`src/rtl/load_store_unit.sv`:
```
// RV32I load/store unit: one outstanding access, lane steering, load timeout.
// Define LSU_MISALIGN_TRAP_EN to complete misaligned half/word accesses at once with misaligned set.
module load_store_unit #(
    parameter int TIMEOUT_CYC = 255
) (
    input  logic        clk,
    input  logic        rst_n,
    input  logic        start,
    input  logic        is_store,
    input  logic [2:0]  funct3,
    input  logic [31:0] alu_result,
    input  logic [31:0] store_data,
    output logic        mem_req,
    output logic        mem_we,
    output logic [31:0] mem_addr,
    output logic [3:0]  mem_wstrb,
    output logic [31:0] mem_wdata,
    input  logic        mem_gnt,
    input  logic        mem_rvalid,
    input  logic [31:0] mem_rdata,
    output logic        busy,
    output logic        done,
    output logic [31:0] load_data,
    output logic        misaligned,
    output logic        bus_err
);

    typedef enum logic [1:0] {IDLE, REQ, WAIT, DONE} state_t;

    localparam logic [15:0] TMO_LAST = 16'(TIMEOUT_CYC - 1);

    state_t      state;
    logic [1:0]  lo_q;
    logic [1:0]  size_q;
    logic        sx_q;
    logic        st_q;
    logic [15:0] cnt;

    logic [1:0]  lo;
    logic [3:0]  strb;
    logic [31:0] wdata;
    logic [15:0] lane;
    logic [31:0] ext;

    // lo is the byte offset already aligned down to the access size
    always_comb begin
        lo    = alu_result[1:0];
        strb  = 4'b1111;
        wdata = store_data;
        unique case (1'b1)
            funct3[1]: begin
                lo    = 2'b00;
                strb  = 4'b1111;
                wdata = store_data;
            end
            funct3[1:0] == 2'b01: begin
                lo    = {alu_result[1], 1'b0};
                strb  = 4'b0011 << lo;
                wdata = {2{store_data[15:0]}};
            end
            default: begin
                lo    = alu_result[1:0];
                strb  = 4'b0001 << lo;
                wdata = {4{store_data[7:0]}};
            end
        endcase
    end

    always_comb begin
        lane = 16'(mem_rdata >> {lo_q, 3'b000});
        ext  = mem_rdata;
        unique case (1'b1)
            size_q[1]:        ext = mem_rdata;
            size_q == 2'b01:  ext = {{16{sx_q & lane[15]}}, lane};
            default:          ext = {{24{sx_q & lane[7]}}, lane[7:0]};
        endcase
    end

`ifdef LSU_MISALIGN_TRAP_EN
    logic trap;
    assign trap = funct3[1] ? |alu_result[1:0] : (funct3[0] & alu_result[0]);
`else
    assign misaligned = 1'b0;
`endif

    assign busy = (state != IDLE);

    always_ff @(posedge clk or negedge rst_n) begin
        if (!rst_n) begin
            state     <= IDLE;
            lo_q      <= 2'b00;
            size_q    <= 2'b00;
            sx_q      <= 1'b0;
            st_q      <= 1'b0;
            cnt       <= 16'd0;
            mem_req   <= 1'b0;
            mem_we    <= 1'b0;
            mem_addr  <= 32'd0;
            mem_wstrb <= 4'b0000;
            mem_wdata <= 32'd0;
            done      <= 1'b0;
            load_data <= 32'd0;
            bus_err   <= 1'b0;
`ifdef LSU_MISALIGN_TRAP_EN
            misaligned <= 1'b0;
`endif
        end else begin
            done    <= 1'b0;
            bus_err <= 1'b0;
`ifdef LSU_MISALIGN_TRAP_EN
            misaligned <= 1'b0;
`endif
            unique case (state)
                IDLE: begin
                    if (start) begin
                        lo_q   <= lo;
                        size_q <= funct3[1:0];
                        sx_q   <= ~funct3[2];
                        st_q   <= is_store;
`ifdef LSU_MISALIGN_TRAP_EN
                        if (trap) begin
                            state      <= DONE;
                            done       <= 1'b1;
                            misaligned <= 1'b1;
                        end else
`endif
                        begin
                            state     <= REQ;
                            mem_req   <= 1'b1;
                            mem_we    <= is_store;
                            mem_addr  <= {alu_result[31:2], 2'b00};
                            mem_wstrb <= is_store ? strb : 4'b0000;
                            mem_wdata <= is_store ? wdata : 32'd0;
                        end
                    end
                end
                REQ: begin
                    if (mem_gnt) begin
                        mem_req   <= 1'b0;
                        mem_we    <= 1'b0;
                        mem_wstrb <= 4'b0000;
                        cnt       <= 16'd0;
                        if (st_q) begin
                            state <= DONE;
                            done  <= 1'b1;
                        end else begin
                            state <= WAIT;
                        end
                    end
                end
                WAIT: begin
                    cnt <= cnt + 16'd1;
                    if (mem_rvalid) begin
                        load_data <= ext;
                        state     <= DONE;
                        done      <= 1'b1;
                    end else if (cnt == TMO_LAST) begin
                        state   <= DONE;
                        done    <= 1'b1;
                        bus_err <= 1'b1;
                    end
                end
                DONE: state <= IDLE;
                default: state <= IDLE;
            endcase
        end
    end

endmodule

```
`config.mk`:
```
export PLATFORM = sky130hd
export DESIGN_NAME = load_store_unit
export DESIGN_NICKNAME = d
export VERILOG_FILES = /design/src/rtl/load_store_unit.sv
export SDC_FILE = /design/constraint.sdc
export NUM_CORES = 1
export LEC_CHECK = 0
export BUFFER_PORTS_ARGS = -buffer_cell sky130_fd_sc_hd__buf_2
export CAP_MARGIN = 10
export CORE_MARGIN = 2
export CORE_UTILIZATION = 45
export CTS_CLUSTER_DIAMETER = 100
export DETAILED_ROUTE_END_ITERATION = 12
export PLACE_DENSITY = 0.74
export SKIP_CTS_REPAIR_TIMING = 1
export SYNTH_ARGS = -nofsm -noshare
export SYNTH_HDL_FRONTEND = slang
export SYNTH_SLANG_ARGS = --single-unit
```
`constraint.sdc`:
```
create_clock -name clk -period 1.8 [get_ports clk]
set_input_delay 0.27 -clock clk [delete_from_list [all_inputs] [get_ports clk]]
set_output_delay 0.27 -clock clk [all_outputs]
set_load 0.05 [all_outputs]
```
Word-level counts from Yosys, hierarchy flattened
Index checks and enable logic that the tools add are counted.
{ "word_totals": {"register_bits": 126, "latch_bits": 0, "ram_bits": 0, "romBits": 0, "input_bits": 105, "output_inout_bits": 106, "elab_cells": 68, "memories": 0} }
{ "op_classes": {"n_addsub": 1, "multipliers": 0, "n_div": 0, "order_cmp": 0, "eq_ne": 9, "shift": 3, "muxes": 29, "bitwise_logic": 3, "n_reduce_logical": 9} }
{ "ops": {"columns": ["cell", "count"], "rows": [
  ["one-hot mux 32 bit (2 select lines)", 2],
  ["2-to-1 mux 32 bit", 1],
  ["one-hot mux 16 bit (2 select lines)", 1],
  ["right shift 32 x 5 -> 16 bit", 1],
  ["adder 16 x 1 -> 16 bit, second input constant", 1],
  ["equality test 16 x 8 -> 1 bit, second input constant", 1],
  ["2-to-1 mux 16 bit", 1],
  ["one-hot mux 4 bit (2 select lines)", 2],
  ["2-to-1 mux 4 bit", 3],
  ["2-to-1 mux 1 bit", 10],
  ["2-to-1 mux 2 bit", 4],
  ["one-hot mux 2 bit (4 select lines)", 1],
  ["equality test 2 x 1 -> 1 bit, second input constant", 3],
  ["one-hot mux 1 bit (2 select lines)", 3],
  ["AND reduction 2 bit", 3],
  ["AND reduction 3 bit", 2],
  ["nonzero test 2 bit", 3],
  ["equality test 2 bit, second input constant", 2],
  ["!= test 2 bit, second input constant", 2],
  ["one-hot mux 2 bit (2 select lines)", 1],
  ["left shift 1 x 2 -> 4 bit, first input constant", 1],
  ["left shift 2 x 2 -> 4 bit, first input constant", 1],
  ["!= test 3 bit, second input constant", 1],
  ["AND 1 bit", 2],
  ["2 further kinds", 2]
]} }

Longest topological paths before layout
{ "logic_depth": {"depth_word": 5, "mapped_depth": 7, "mapped_depth_nobuf": 6} }

Worst setup path before layout
Ideal clock, no wire load.
{ "synth_path": {"path_kind": "register to register", "start": "reg state[1]", "end": "reg cnt[15]", "setup_ns": 0.077, "t_arrival_ns": 1.875, "required_ns": 1.723, "path_slack_ns": -0.152, "stages_incl_launch_ff": 8, "path_buffers": 1, "period_less_slack_ns": 1.952, "path_cell_list": "dfrtp_1 inv_1 ha_1 mux2i_1 or3_1 buf_2 or4_1 a21oi_1"} }
{ "synth_via": {"elab_chain_len": 3, "word_cells_on_any_way": 6, "classes_between": "eq/ne: 3; mux: 1; reduce/logical: 2"} }
{ "synth_lines": {"columns": ["item", "line", "source"], "rows": [
  ["from (decl)", "32", "state_t state;"],
  ["from (signal assigned)", "90", "state <= IDLE;"],
  ["from (signal assigned)", "128", "state <= REQ;"],
  ["from (signal assigned)", "144", "state <= DONE;"],
  ["equality test 2 x 1 -> 1 bit or equality test 2 bit (tied branches)", "113", "unique case (state)"],
  ["!= test 2 bit (no line) or nonzero test 2 bit (tied branches)", null, null],
  ["AND reduction 2 bit (no line)", null, null],
  ["to (signal assigned)", "152", "cnt <= cnt + 16'd1;"],
  ["to (decl)", "37", "logic [15:0] cnt;"]
]} }
Several ways; a longest one is shown, not always the timed one.
A chain may end at the register's enable or synchronous reset.

Worst setup path in the final report
{ "layout_path": {"start": "reg state[0]", "end": "reg cnt[15]"} }
Same word-level chain as after synthesis.

==> flow_summary.json <==
{
  "floorplan.io_pins": 211,
  "cts-root-to-sink-buffers": 2,
  "floorplan.initialDensity": 0.457,
  "min_period_over_period": 1.07,
  "crit_arrival_ns": 2.27,
  "clkLatencyLatePin_ns": 0.41,
  "cp_max_fo": 7,
  "gp_congestion": 0.892,
  "grt_use_total": 0.241,
  "final.fill_count": 1072,
  "totalWireLength_mm": 16.9,
  "syn-cell-area_mm2": 0.00600,
  "timing.critical_path.to_type": "flip-flop",
  "post-synth-top-count-cell": "dfrtp_1",
  "drt_drc_violations_left": 0,
  "finalCriticalPeriod_ns": 1.93,
  "filler_free_cell_count_of_the_finished_design": 1005,
  "avgSynthCellArea_um2": 10.1,
  "deepest_level_of_the_cts_h_tree": 4,
  "layout-drive-gt1-share": 0.399,
  "clkSlewWorstSetupHoldPaths_ns": 0.06,
  "syn_to_final_growth_pct": 36.5,
  "final_net_count": 926,
  "die_area_mm2": 0.0143,
  "slew_viol_final": 0,
  "grt_setup_unrepaired": "yes",
  "core-area_mm2": 0.0131,
  "route.detailed.vias_per_inst": 5.41,
  "numCtsBuffers": 17,
  "post-layout-total-power_mw": 17.4,
  "max_slew_margin": 0.601,
  "violations": "negative setup slack",
  "worst-endpoint-required_ns": 2.14,
  "final_ant_viol_nets": 0,
  "grt_max_degree": 61,
  "ys.flop_type": "dfrtp_1",
  "antenna_found_initial": 0,
  "insertedDiodeCount": 0,
  "post_synth_main_area_contributors": "dfrtp_1, mux2_2, mux2i_1",
  "max_cap_viol_count": 0,
  "post-synth-top-area-fraction": 0.525,
  "synthTopCellsByCount": "dfrtp_1, nand2_1, o21ai_0",
  "postSynthCellCount": 593,
  "num_vias": 5441,
  "hpwlAfterDp_mm": 12.2,
  "worst-slew-pin-transition_ns": 0.596,
  "finalHoldViolations": 0,
  "p_per_area_mw_per_mm2": 2120,
  "core.rowCount": 42,
  "worstSetupStartpointType": "flip-flop",
  "globalRouteOverflowTotal": 0,
  "clock-skew-final_ns": 0.0132,
  "yosys.cell_types.count": 58,
  "numPlacedInstances": 972,
  "timing.final.setup_violations": 6,
  "max_clock_freq_ghz": 0.519,
  "worst_hold_path_type": "in -> reg",
  "grt_pass1_wl_mm": 27.2,
  "port_buffers": 207,
  "drt-wirelength-per-cell_um": 16.9,
  "run_status": "finished with violations",
  "regToRegStartpoint": "state[0]",
  "yosys_warnings": 0,
  "hold_path.startpoint": "funct3[2]",
  "synth_async_sr_flop_share": 1.00,
  "layout_setup_ws_ns": -0.125,
  "cellLeakagePower_nw": 4.02,
  "synth_edf_count": 0,
  "criticalPathCategory": "reg -> reg",
  "die_w_um": 120,
  "synth-seq-cells": 126,
  "drtIter0Drc": 492,
  "hold_slack_ns": 0.0716,
  "vdd.ir_drop.worst_mv": 1.59,
  "synth_largest_area_cell": "dfrtp_1",
  "clock_tree_from_tritoncts": "built",
  "clkSinkCount": 126,
  "die_h_um": 120,
  "drtPass1Iterations": 5,
  "setup.worst_path.start": "state[0]",
  "synth_sequential_area_ratio": 0.525,
  "clk_root_buffer_cell": "clkbuf_16",
  "via_count_of_the_first_global_routing_pass": 5510
}
-- flip-flops by register name, indices dropped and copies added, names as in the netlist --
signal,cells
bus_err,1
cnt,16
done,1
lo_q,2
load_data,32
mem_addr,30
mem_req,1
mem_wdata,32
mem_we,1
mem_wstrb,4
size_q,2
st_q,1
state,2
sx_q,1
-- cell usage in the layout, fill, tap and decap left out, drive strengths merged, types with 9 or more instances in the layout --
cell type  instances
nand2             77
a21oi             33
inv               14
nand3             20
dfrtp            126
o21ai             60
buf              242
o2bb2ai            9
mux2i             32
mux2              34
o22ai             13
clkbuf            18
nor2              44
-- critical path: stages, from the launching register on --
cell,delay [ns]
dfrtp_2,0.44
inv_2,0.07
ha_2,0.20
mux2i_2,0.10
or3_4,0.42
or4_4,0.50
a21oi_2,0.12
-- final cells by class --
class	instances	area, um2	area share
sequential	126	3150	0.385
multi-input combinational	419	2720	0.331
timing repair buffer	243	1430	0.174
clock buffer	18	439	0.0536
tap	176	220	0.0269
clock inverter	14	203	0.0247
inverter	9	36.3	0.00443
-- path summary, 6_finish.rpt --
check,slack [ns],depth (start not counted),end
setup reg to reg,-0.13,6,cnt[15]
setup / recovery,-0.13,6,cnt[15]
min in group asynchronous,0.31,2,load_data[24]
max in group asynchronous,0.86,3,mem_wdata[30]
hold / removal,0.07,2,sx_q
hold reg to reg,0.48,2,mem_wdata[31]
-- layer usage --
layer / vias to the layer above / part of all wire / global-route usage
li1: 2549 / - / -
met1: 2605 / 0.41 / 0.303
met3: 18 / 0.092 / 0.0779
met4: 0 / 0.012 / 0.0831
met2: 269 / 0.48 / 0.394
met5: - / 0 / 0
-- stage by stage --
step	area, um2	setup slack, ns	setup TNS [ns]	util
final	8190	-0.125	-0.396	0.624
after global routing	8190	-0.184	-1.42	0.624
after CTS	8100	-0.204	-0.618	0.617
after detailed placement	7460	-0.145	-0.360	0.568
after global placement	7460	-0.0198	-0.0198	0.568
after floorplan	6030	-0.0476	-0.0476	-
-- cell families after synthesis --
family,Yosys count,synth area share
other,1,0.000625
adder cells (fa/ha/maj),5,0.0104
multiplexers,67,0.121
buffers and inverters,50,0.0373
AND/OR/NAND/NOR,189,0.146
flip-flops,126,0.525
AO/OA/AOI/OAI,146,0.146
XOR/XNOR,9,0.0131
-- power by group --
part	leakage, nW	internal [mW]	total (mW)	switching [mW]
clock	0.312	2.38	3.72	1.33
sequential	1.58	4.01	4.73	0.723
combinational	2.12	2.64	8.91	6.27
Power figures use the tool's default switching activity.
